<file path="src/rtl/vga_axil_if.sv">
// ----------------------------------------------------------------------------
// vga_axil_if
//   AXI-Lite bus bundle between an interconnect master and the VGA register
//   block.
//   Parameters : ADDR_W (address width), DATA_W (data width, wstrb = DATA_W/8)
//   Modports   : master - drives AW/W/AR payload+valid, B/R ready
//                slave  - drives AW/W/AR ready, B/R response+valid
// ----------------------------------------------------------------------------
interface vga_axil_if #(
  parameter int ADDR_W = 32,
  parameter int DATA_W = 32
);
  logic [ADDR_W-1:0]   s_awaddr;
  logic                s_awvalid;
  logic                s_awready;
  logic [DATA_W-1:0]   s_wdata;
  logic [DATA_W/8-1:0] s_wstrb;
  logic                s_wvalid;
  logic                s_wready;
  logic [1:0]          s_bresp;
  logic                s_bvalid;
  logic                s_bready;
  logic [ADDR_W-1:0]   s_araddr;
  logic                s_arvalid;
  logic                s_arready;
  logic [DATA_W-1:0]   s_rdata;
  logic [1:0]          s_rresp;
  logic                s_rvalid;
  logic                s_rready;

  modport master (
    output s_awaddr, s_awvalid, input s_awready,
    output s_wdata, s_wstrb, s_wvalid, input s_wready,
    input  s_bresp, s_bvalid, output s_bready,
    output s_araddr, s_arvalid, input s_arready,
    input  s_rdata, s_rresp, s_rvalid, output s_rready
  );

  modport slave (
    input  s_awaddr, s_awvalid, output s_awready,
    input  s_wdata, s_wstrb, s_wvalid, output s_wready,
    output s_bresp, s_bvalid, input s_bready,
    input  s_araddr, s_arvalid, output s_arready,
    output s_rdata, s_rresp, s_rvalid, input s_rready
  );
endinterface

</file>
<file path="src/rtl/vga_axil_regs.sv">
// ----------------------------------------------------------------------------
// vga_axil_regs
//   AXI-Lite slave register file for the VGA timing/pixel core. One
//   outstanding transaction per channel; read and write paths independent.
//   Register map (addr[3:2]; any set address bit above [3] -> SLVERR):
//     0x0 CTRL       RW  [0] enable, [1] test pattern, [2] irq enable
//     0x4 BG_COLOR   RW  [BG_COLOR_W-1:0]
//     0x8 FRAME_CNT  RO  frames completed while enabled (write -> SLVERR)
//     0xC IRQ_STATUS W1C [0] frame pending
//   Optional feature macro: VGA_AXIL_REGS_IRQ_EN
//     defined   : IRQ_STATUS and CTRL[2] implemented, irq_o port present
//     undefined : no irq_o, CTRL[2] reads 0, 0xC is unmapped (SLVERR)
// Ports
//   clk          system clock, posedge
//   arst_n       asynchronous active-low reset
//   s_axil       AXI-Lite slave (vga_axil_if.slave)
//   frame_done_i one-cycle end-of-frame pulse from the VGA core
//   enable_o     CTRL[0]
//   test_pat_o   CTRL[1]
//   bg_color_o   BG_COLOR register
//   irq_o        registered frame interrupt (feature build only)
// ----------------------------------------------------------------------------
module vga_axil_regs #(
  parameter int AXIL_ADDR_W = 32,
  parameter int AXIL_DATA_W = 32,
  parameter int BG_COLOR_W  = 12
) (
  input  logic                  clk,
  input  logic                  arst_n,
  vga_axil_if.slave             s_axil,
  input  logic                  frame_done_i,
  output logic                  enable_o,
  output logic                  test_pat_o,
  output logic [BG_COLOR_W-1:0] bg_color_o
`ifdef VGA_AXIL_REGS_IRQ_EN
  ,
  output logic                  irq_o
`endif
);

  localparam int STRB_W = AXIL_DATA_W / 8;
`ifdef VGA_AXIL_REGS_IRQ_EN
  localparam int CTRL_W  = 3;
  localparam bit HAS_IRQ = 1'b1;
`else
  localparam int CTRL_W  = 2;
  localparam bit HAS_IRQ = 1'b0;
`endif
  localparam logic [1:0] RESP_OKAY   = 2'b00;
  localparam logic [1:0] RESP_SLVERR = 2'b10;
  localparam logic [1:0] IDX_CTRL    = 2'd0;
  localparam logic [1:0] IDX_BG      = 2'd1;
  localparam logic [1:0] IDX_FCNT    = 2'd2;
  localparam logic [1:0] IDX_IRQ     = 2'd3;

  // Decide whether an access hits a legal register for its direction.
  function automatic logic addr_ok(input logic [AXIL_ADDR_W-1:0] addr, input logic is_write);
    logic ok;
    if (addr[AXIL_ADDR_W-1:4] != '0) begin
      ok = 1'b0;
    end else begin
      case (addr[3:2])
        IDX_CTRL: ok = 1'b1;
        IDX_BG:   ok = 1'b1;
        IDX_FCNT: ok = !is_write;
        IDX_IRQ:  ok = HAS_IRQ;
        default:  ok = 1'b0;
      endcase
    end
    return ok;
  endfunction

  // Replace only the byte lanes enabled by the strobe.
  function automatic logic [AXIL_DATA_W-1:0] byte_merge(
    input logic [AXIL_DATA_W-1:0] old_v,
    input logic [AXIL_DATA_W-1:0] new_v,
    input logic [STRB_W-1:0]      strb
  );
    logic [AXIL_DATA_W-1:0] res;
    res = old_v;
    for (int b = 0; b < STRB_W; b++) begin
      if (strb[b]) begin
        res[8*b +: 8] = new_v[8*b +: 8];
      end else begin
        res[8*b +: 8] = old_v[8*b +: 8];
      end
    end
    return res;
  endfunction

  // Write channel state
  logic                   awready_q, awready_d;
  logic                   aw_cap_q, aw_cap_d;
  logic [AXIL_ADDR_W-1:0] awaddr_q, awaddr_d;
  logic                   wready_q, wready_d;
  logic                   w_cap_q, w_cap_d;
  logic [AXIL_DATA_W-1:0] wdata_q, wdata_d;
  logic [STRB_W-1:0]      wstrb_q, wstrb_d;
  logic                   bvalid_q, bvalid_d;
  logic [1:0]             bresp_q, bresp_d;
  // Read channel state
  logic                   arready_q, arready_d;
  logic                   rvalid_q, rvalid_d;
  logic [AXIL_DATA_W-1:0] rdata_q, rdata_d;
  logic [1:0]             rresp_q, rresp_d;
  // Register file
  logic [CTRL_W-1:0]      ctrl_q, ctrl_d;
  logic [BG_COLOR_W-1:0]  bg_q, bg_d;
  logic [31:0]            frame_cnt_q, frame_cnt_d;

  logic                   wr_fire_s;
  logic                   wr_ok_s;
  logic [1:0]             wr_idx_s;
  logic [AXIL_DATA_W-1:0] wr_old_s;
  logic [AXIL_DATA_W-1:0] wr_merged_s;
  logic                   w1c_s;
  logic                   ar_hs_s;
  logic [1:0]             rd_idx_s;
  logic [AXIL_DATA_W-1:0] rd_val_s;
  logic                   frame_tick_s;
  logic                   unused_ok_s;

`ifdef VGA_AXIL_REGS_IRQ_EN
  logic                   irq_pend_q, irq_pend_d;
  logic                   irq_q, irq_d;
`endif

  // A write commits one cycle after both AW and W are held and no response is pending.
  assign wr_fire_s    = aw_cap_q & w_cap_q & ~bvalid_q;
  assign wr_idx_s     = awaddr_q[3:2];
  assign wr_ok_s      = addr_ok(awaddr_q, 1'b1);
  assign wr_merged_s  = byte_merge(wr_old_s, wdata_q, wstrb_q);
  assign w1c_s        = wr_fire_s & wr_ok_s & (wr_idx_s == IDX_IRQ) & wstrb_q[0] & wdata_q[0];
  assign ar_hs_s      = s_axil.s_arvalid & arready_q;
  assign rd_idx_s     = s_axil.s_araddr[3:2];
  assign frame_tick_s = frame_done_i & ctrl_q[0];
  assign unused_ok_s  = ^{awaddr_q[1:0], s_axil.s_araddr[1:0],
                          wr_merged_s[AXIL_DATA_W-1:BG_COLOR_W]};

  // Current value of the register targeted by the pending write (merge base).
  always_comb begin
    wr_old_s = '0;
    case (wr_idx_s)
      IDX_CTRL: wr_old_s = AXIL_DATA_W'(ctrl_q);
      IDX_BG:   wr_old_s = AXIL_DATA_W'(bg_q);
      default:  wr_old_s = '0;
    endcase
  end

  // Write channel handshake sequencing and response generation.
  always_comb begin
    aw_cap_d = aw_cap_q;
    awaddr_d = awaddr_q;
    w_cap_d  = w_cap_q;
    wdata_d  = wdata_q;
    wstrb_d  = wstrb_q;
    bvalid_d = bvalid_q;
    bresp_d  = bresp_q;
    if (bvalid_q && s_axil.s_bready) begin
      aw_cap_d = 1'b0;
      w_cap_d  = 1'b0;
      bvalid_d = 1'b0;
    end else if (wr_fire_s) begin
      bvalid_d = 1'b1;
      bresp_d  = wr_ok_s ? RESP_OKAY : RESP_SLVERR;
    end else begin
      if (s_axil.s_awvalid && awready_q) begin
        aw_cap_d = 1'b1;
        awaddr_d = s_axil.s_awaddr;
      end else begin
        aw_cap_d = aw_cap_q;
      end
      if (s_axil.s_wvalid && wready_q) begin
        w_cap_d = 1'b1;
        wdata_d = s_axil.s_wdata;
        wstrb_d = s_axil.s_wstrb;
      end else begin
        w_cap_d = w_cap_q;
      end
    end
    awready_d = ~aw_cap_d & ~bvalid_d;
    wready_d  = ~w_cap_d & ~bvalid_d;
  end

  // Register file updates from committed writes.
  always_comb begin
    ctrl_d = ctrl_q;
    bg_d   = bg_q;
    if (wr_fire_s && wr_ok_s) begin
      case (wr_idx_s)
        IDX_CTRL: ctrl_d = wr_merged_s[CTRL_W-1:0];
        IDX_BG:   bg_d   = wr_merged_s[BG_COLOR_W-1:0];
        default:  ctrl_d = ctrl_q;
      endcase
    end else begin
      ctrl_d = ctrl_q;
    end
  end

  // Frame counter: disabling the core restarts the count; otherwise count ticks.
  always_comb begin
    frame_cnt_d = frame_cnt_q;
    if (ctrl_q[0] && !ctrl_d[0]) begin
      frame_cnt_d = 32'd0;
    end else if (frame_tick_s) begin
      frame_cnt_d = frame_cnt_q + 32'd1;
    end else begin
      frame_cnt_d = frame_cnt_q;
    end
  end

  // Read data mux over the register file (pre-update values).
  always_comb begin
    rd_val_s = '0;
    case (rd_idx_s)
      IDX_CTRL: rd_val_s = AXIL_DATA_W'(ctrl_q);
      IDX_BG:   rd_val_s = AXIL_DATA_W'(bg_q);
      IDX_FCNT: rd_val_s = AXIL_DATA_W'(frame_cnt_q);
`ifdef VGA_AXIL_REGS_IRQ_EN
      IDX_IRQ:  rd_val_s = AXIL_DATA_W'(irq_pend_q);
`endif
      default:  rd_val_s = '0;
    endcase
  end

  // Read channel: capture response on AR handshake, hold until accepted.
  always_comb begin
    rvalid_d = rvalid_q;
    rdata_d  = rdata_q;
    rresp_d  = rresp_q;
    if (ar_hs_s) begin
      rvalid_d = 1'b1;
      if (addr_ok(s_axil.s_araddr, 1'b0)) begin
        rdata_d = rd_val_s;
        rresp_d = RESP_OKAY;
      end else begin
        rdata_d = '0;
        rresp_d = RESP_SLVERR;
      end
    end else if (rvalid_q && s_axil.s_rready) begin
      rvalid_d = 1'b0;
    end else begin
      rvalid_d = rvalid_q;
    end
    arready_d = ~rvalid_d;
  end

  // State registers for both channels and the register file.
  always_ff @(posedge clk or negedge arst_n) begin
    if (!arst_n) begin
      awready_q   <= 1'b0;
      aw_cap_q    <= 1'b0;
      awaddr_q    <= '0;
      wready_q    <= 1'b0;
      w_cap_q     <= 1'b0;
      wdata_q     <= '0;
      wstrb_q     <= '0;
      bvalid_q    <= 1'b0;
      bresp_q     <= 2'b00;
      arready_q   <= 1'b0;
      rvalid_q    <= 1'b0;
      rdata_q     <= '0;
      rresp_q     <= 2'b00;
      ctrl_q      <= '0;
      bg_q        <= '0;
      frame_cnt_q <= 32'd0;
    end else begin
      awready_q   <= awready_d;
      aw_cap_q    <= aw_cap_d;
      awaddr_q    <= awaddr_d;
      wready_q    <= wready_d;
      w_cap_q     <= w_cap_d;
      wdata_q     <= wdata_d;
      wstrb_q     <= wstrb_d;
      bvalid_q    <= bvalid_d;
      bresp_q     <= bresp_d;
      arready_q   <= arready_d;
      rvalid_q    <= rvalid_d;
      rdata_q     <= rdata_d;
      rresp_q     <= rresp_d;
      ctrl_q      <= ctrl_d;
      bg_q        <= bg_d;
      frame_cnt_q <= frame_cnt_d;
    end
  end

`ifdef VGA_AXIL_REGS_IRQ_EN
  // Pending flag: a new frame event beats a simultaneous clear.
  always_comb begin
    irq_pend_d = irq_pend_q;
    if (frame_tick_s) begin
      irq_pend_d = 1'b1;
    end else if (w1c_s) begin
      irq_pend_d = 1'b0;
    end else begin
      irq_pend_d = irq_pend_q;
    end
    irq_d = irq_pend_d & ctrl_d[2];
  end

  // Interrupt state registers.
  always_ff @(posedge clk or negedge arst_n) begin
    if (!arst_n) begin
      irq_pend_q <= 1'b0;
      irq_q      <= 1'b0;
    end else begin
      irq_pend_q <= irq_pend_d;
      irq_q      <= irq_d;
    end
  end

  assign irq_o = irq_q;
`endif

  assign s_axil.s_awready = awready_q;
  assign s_axil.s_wready  = wready_q;
  assign s_axil.s_bvalid  = bvalid_q;
  assign s_axil.s_bresp   = bresp_q;
  assign s_axil.s_arready = arready_q;
  assign s_axil.s_rvalid  = rvalid_q;
  assign s_axil.s_rdata   = rdata_q;
  assign s_axil.s_rresp   = rresp_q;
  assign enable_o         = ctrl_q[0];
  assign test_pat_o       = ctrl_q[1];
  assign bg_color_o       = bg_q;

endmodule

</file>
<file path="src/flat_wrapper.sv">
// flat-port wrapper written by rule: the top's interface ports become plain ports
module vga_axil_regs_flat 
#(
  parameter int AXIL_ADDR_W = 32,
  parameter int AXIL_DATA_W = 32,
  parameter int BG_COLOR_W  = 12
)
  (clk, arst_n, frame_done_i, enable_o, test_pat_o, bg_color_o, s_axil_s_awaddr, s_axil_s_awvalid, s_axil_s_awready, s_axil_s_wdata, s_axil_s_wstrb, s_axil_s_wvalid, s_axil_s_wready, s_axil_s_bresp, s_axil_s_bvalid, s_axil_s_bready, s_axil_s_araddr, s_axil_s_arvalid, s_axil_s_arready, s_axil_s_rdata, s_axil_s_rresp, s_axil_s_rvalid, s_axil_s_rready);
  vga_axil_if #(.ADDR_W(32), .DATA_W(32)) s_axil_i ();
  input  logic clk;
  input  logic arst_n;
  input  logic frame_done_i;
  output logic enable_o;
  output logic test_pat_o;
  output logic [BG_COLOR_W-1:0] bg_color_o;
  input wire logic [$bits(s_axil_i.s_awaddr)-1:0] s_axil_s_awaddr;
  input wire logic [$bits(s_axil_i.s_awvalid)-1:0] s_axil_s_awvalid;
  output wire logic [$bits(s_axil_i.s_awready)-1:0] s_axil_s_awready;
  input wire logic [$bits(s_axil_i.s_wdata)-1:0] s_axil_s_wdata;
  input wire logic [$bits(s_axil_i.s_wstrb)-1:0] s_axil_s_wstrb;
  input wire logic [$bits(s_axil_i.s_wvalid)-1:0] s_axil_s_wvalid;
  output wire logic [$bits(s_axil_i.s_wready)-1:0] s_axil_s_wready;
  output wire logic [$bits(s_axil_i.s_bresp)-1:0] s_axil_s_bresp;
  output wire logic [$bits(s_axil_i.s_bvalid)-1:0] s_axil_s_bvalid;
  input wire logic [$bits(s_axil_i.s_bready)-1:0] s_axil_s_bready;
  input wire logic [$bits(s_axil_i.s_araddr)-1:0] s_axil_s_araddr;
  input wire logic [$bits(s_axil_i.s_arvalid)-1:0] s_axil_s_arvalid;
  output wire logic [$bits(s_axil_i.s_arready)-1:0] s_axil_s_arready;
  output wire logic [$bits(s_axil_i.s_rdata)-1:0] s_axil_s_rdata;
  output wire logic [$bits(s_axil_i.s_rresp)-1:0] s_axil_s_rresp;
  output wire logic [$bits(s_axil_i.s_rvalid)-1:0] s_axil_s_rvalid;
  input wire logic [$bits(s_axil_i.s_rready)-1:0] s_axil_s_rready;
  assign s_axil_i.s_awaddr = s_axil_s_awaddr;
  assign s_axil_i.s_awvalid = s_axil_s_awvalid;
  assign s_axil_s_awready = s_axil_i.s_awready;
  assign s_axil_i.s_wdata = s_axil_s_wdata;
  assign s_axil_i.s_wstrb = s_axil_s_wstrb;
  assign s_axil_i.s_wvalid = s_axil_s_wvalid;
  assign s_axil_s_wready = s_axil_i.s_wready;
  assign s_axil_s_bresp = s_axil_i.s_bresp;
  assign s_axil_s_bvalid = s_axil_i.s_bvalid;
  assign s_axil_i.s_bready = s_axil_s_bready;
  assign s_axil_i.s_araddr = s_axil_s_araddr;
  assign s_axil_i.s_arvalid = s_axil_s_arvalid;
  assign s_axil_s_arready = s_axil_i.s_arready;
  assign s_axil_s_rdata = s_axil_i.s_rdata;
  assign s_axil_s_rresp = s_axil_i.s_rresp;
  assign s_axil_s_rvalid = s_axil_i.s_rvalid;
  assign s_axil_i.s_rready = s_axil_s_rready;
  vga_axil_regs #(.AXIL_ADDR_W(AXIL_ADDR_W), .AXIL_DATA_W(AXIL_DATA_W), .BG_COLOR_W(BG_COLOR_W)) u_core (.clk(clk), .arst_n(arst_n), .s_axil(s_axil_i), .frame_done_i(frame_done_i), .enable_o(enable_o), .test_pat_o(test_pat_o), .bg_color_o(bg_color_o));
endmodule
</file>
<file path="config.mk">
export PLATFORM = sky130hd
export DESIGN_NAME = vga_axil_regs_flat
export DESIGN_NICKNAME = d
export VERILOG_FILES = /design/src/rtl/vga_axil_if.sv /design/src/rtl/vga_axil_regs.sv /design/src/flat_wrapper.sv
export SDC_FILE = /design/constraint.sdc
export NUM_CORES = 1
export LEC_CHECK = 0
export CORE_MARGIN = 2
export CORE_UTILIZATION = 35
export DETAILED_ROUTE_END_ITERATION = 12
export PLACE_DENSITY = 0.58
export SYNTH_ARGS = -nofsm -noshare
export SYNTH_HDL_FRONTEND = slang
export SYNTH_SLANG_ARGS = --single-unit
</file>
<file path="constraint.sdc">
create_clock -name clk -period 2.3 [get_ports clk]
set_input_delay 0.23 -clock clk [delete_from_list [all_inputs] [get_ports clk]]
set_output_delay 0.23 -clock clk [all_outputs]
set_load 0.03 [all_outputs]
</file>
==> flow_summary.json <==
{
  "grt_use_total_pct": 16.2,
  "final_nets": 707,
  "cts_num_sinks": 131,
  "grt_antenna_before_repair": 0,
  "fin_skew_ns": 0.00585,
  "critical_path_class": "flop to flop",
  "grt_max_degree": 73,
  "portBuffers": 134,
  "postSynthCellCount": 446,
  "ir_drop_uv": 592,
  "synth_compound_area_share_pct": 7.91,
  "layout_commonest_cell": "clkdlybuf4s50_1",
  "avgRoutedWirePerCell_um": 16.0,
  "syn_area_per_cell_um2": 12.4,
  "synth_fa_ha_area_share_pct": 0.226,
  "timing.final.ws_setup_ns": 0.0804,
  "power.leakage_nw": 3.37,
  "cp_cell_sequence": "nor4_4 -> nand4_1 -> or4_1 -> buf_4 -> nor2_4 -> mux2_2",
  "synthXorXnorAreaFrac_pct": 4.91,
  "syn2layout_area_growth_pct": 41.1,
  "regArea_mm2": 0.00328,
  "layout_common_cells": "clkdlybuf4s50_1 (133), dfrtp_1 (131), mux2_2 (58), nor2_1 (43), a22o_1 (42)",
  "outcome": "finished clean",
  "synthMuxAreaShare_pct": 12.5,
  "yosysWarnings": 0,
  "ys_seq_area_share_pct": 59.2,
  "r2r_start": "u_core.awaddr_q[5]",
  "multi_input_area_mm2": 0.00218,
  "pre_cts_ws_ns": 0.0307,
  "critPathArrivalTime_ns": 2.52,
  "htree_levels": 4,
  "start_kind": "flop",
  "critPathCaptureType": "flop",
  "tightest_slew_ns": 0.851,
  "met2WireLength_mm": 6.16,
  "maxUsedRoutingLayer": "met4",
  "viasPerCell": 4.86,
  "synth_top_family_by_area": "simple AND/OR/NAND/NOR gates",
  "yosys.area_share.simple_pct": 12.9,
  "ant_nets": 0,
  "setup_viol": 0,
  "r2r_setup_slack_ns": 0.08,
  "cp_num_buf_inv": 1,
  "fmax_mhz": 451,
  "cp_slowest_stage_delay_ns": 0.53,
  "grt_pass1_wl_mm": 20.8,
  "powerDensity_mw_per_mm2": 866,
  "die-area_mm2": 0.0168,
  "met1_length_mm": 5.94,
  "drive_gt1_share_pct": 18.4,
  "dieHeight_um": 130,
  "cts_setup_buffers": 0,
  "critPathTopFamily": "simple AND/OR/NAND/NOR gates",
  "start_util_pct": 36.1,
  "synth_seq_cells": 131,
  "via_count": 3988,
  "cts_made_buffers": 17,
  "clockRootBuffer": "clkbuf_16",
  "die_w_um": 130,
  "power_mw": 6.76,
  "worstSkewPairLatency_ns": 0.41,
  "reg2reg_depth": 6,
  "clockBufferDepth": 2,
  "core.rowCount": 45,
  "fin_crit_sh_pct": 96.5,
  "hpwl_mm": 9.34,
  "path_clk_slew_ns": 0.06,
  "drt_wl_total_mm": 13.1,
  "post-route-min-period_ns": 2.22,
  "fin_util_pct": 51.0,
  "cts_tree": "yes",
  "critPathLaunch": "u_core.awaddr_q[5]",
  "fill_cells": 1351,
  "synth_cell_types": 36,
  "endpoint": "u_core.bg_color_o[5]",
  "grt_pass1_vias": 4140,
  "slew_headroom_pct": 43.2,
  "finalHoldViolCount": 0,
  "required_ns": 2.60,
  "regToRegEndpoint": "u_core.bg_color_o[5]",
  "slew_viol_final": 0,
  "cap_violations": 0,
  "core_mm2": 0.0153,
  "grt_overflow": 0,
  "critPathMaxFanout": 6,
  "num_antenna_cells": 0,
  "drc_errors": 0,
  "drt_iter0_drc": 203,
  "cp.depth": 6,
  "syn_area_mm2": 0.00554,
  "io_pins": 163,
  "worstHoldPathType": "input pin to async pin",
  "critPathSlowestCell": "or4_1",
  "drt_first_pass_iters": 4,
  "place_congestion": 0.762,
  "routed-wl-met3_um": 710
}
-- how the worst min path moves through the flow --
stage	endpoint	slack, ns	cells past startpoint
after CTS	u_core.s_axil.s_arready	0.18	2
after detailed placement	u_core.s_axil.s_arready	0.07	1
after floorplan	u_core.aw_cap_q	-0.07	0
final	u_core.s_axil.s_rresp[1]	0.19	2
after global placement	u_core.s_axil.s_rvalid	0.07	1
after global routing	u_core.s_axil.s_rresp[1]	0.20	2
-- cell usage after synthesis --
cell        n  area share (%)
mux2_2     58              12
nor3_4      1            0.29
nor2b_1     3            0.34
inv_1       5            0.34
nand2b_1    1            0.11
o21ai_0     6            0.54
and2_1      3            0.34
nor3_2      1            0.18
buf_1       3            0.20
and4_1      2            0.32
dfrtp_1   131              59
nor3b_1     1            0.14
nand3_1    16             1.4
nand4_1    16             1.8
a22o_1     42             6.6
conb_1      1           0.068
mux2i_1     4            0.72
nor2_2      1            0.11
ha_1        1            0.23
buf_4       2            0.27
buf_2       1           0.090
nor4_2      1            0.23
buf_6       3            0.61
xor2_1     24             3.8
nor2_1     44             3.0
or4_1       1            0.14
xnor2_1     7             1.1
nand2_1    24             1.6
a21boi_0    1            0.14
a21oi_1     5            0.45
and3_1      4            0.45
nor3_1      4            0.36
a211oi_1    1            0.14
nor4_1     16             1.8
nor2_4      1            0.20
clkbuf_1   11            0.75
-- timing repair --
item                                   in CTS  in global routing
setup endpoints to repair                   0                 44
resized for setup                           0                  6
endpoints found under the hold margin     131                  0
hold buffers                                1                  0
-- where the power goes --
group	internal [mW]	switching (mW)
combinational	0.694	0.492
sequential	2.76	0.297
clock	1.59	0.931
-- cell type report --
class / instances / area share, %
Clock buffer: 26 / 6.39
Inverter: 5 / 0.240
Sequential cell: 131 / 42.0
Tap cell: 211 / 3.38
Timing Repair Buffer: 152 / 19.4
Clock inverter: 5 / 0.641
Multi-Input combinational cell: 291 / 28.0
-- per-stage QoR --
step / setup TNS [ns] / hold slack, ns / cell area, um2 / std cells
2_1_floorplan: 0 / -0.0656 / 5540 / 447
3_5_place_dp: 0 / 0.0689 / 7210 / 789
3_3_place_gp: 0 / 0.0660 / 7210 / 789
5_1_grt: -0.0326 / 0.197 / 7810 / 821
6_report: 0 / 0.188 / 7810 / 821
4_1_cts: 0 / 0.179 / 7770 / 821
-- cells by family (layout without fill, tap and decap cells) --
kind of cell / count (synthesis) / in the layout
AOI/OAI and AO/OA: 55 / 55
xor gates and xnor gates: 31 / 31
adders and majority gates: 1 / 1
buffers and inverters: 25 / 188
DFF: 131 / 131
muxes: 62 / 62
other: 1 / 2
and+or+nand+nor: 140 / 140
-- routing by layer --
metal	track usage, %	vias up
li1	-	1912
met1	20.1	1951
met2	26.0	103
met3	5.29	22
met4	7.53	0
met5	0	-
-- flip-flops by register name, indices dropped and copies added, names as in the netlist, 2 cells and up --
register               flops
u_core.s_axil.s_rdata     32
u_core.ctrl_q              2
u_core.wstrb_q             2
u_core.awaddr_q           30
u_core.bg_color_o         12
u_core.frame_cnt_q        32
u_core.wdata_q            12
Note: power is estimated with default switching activity, not from simulation.
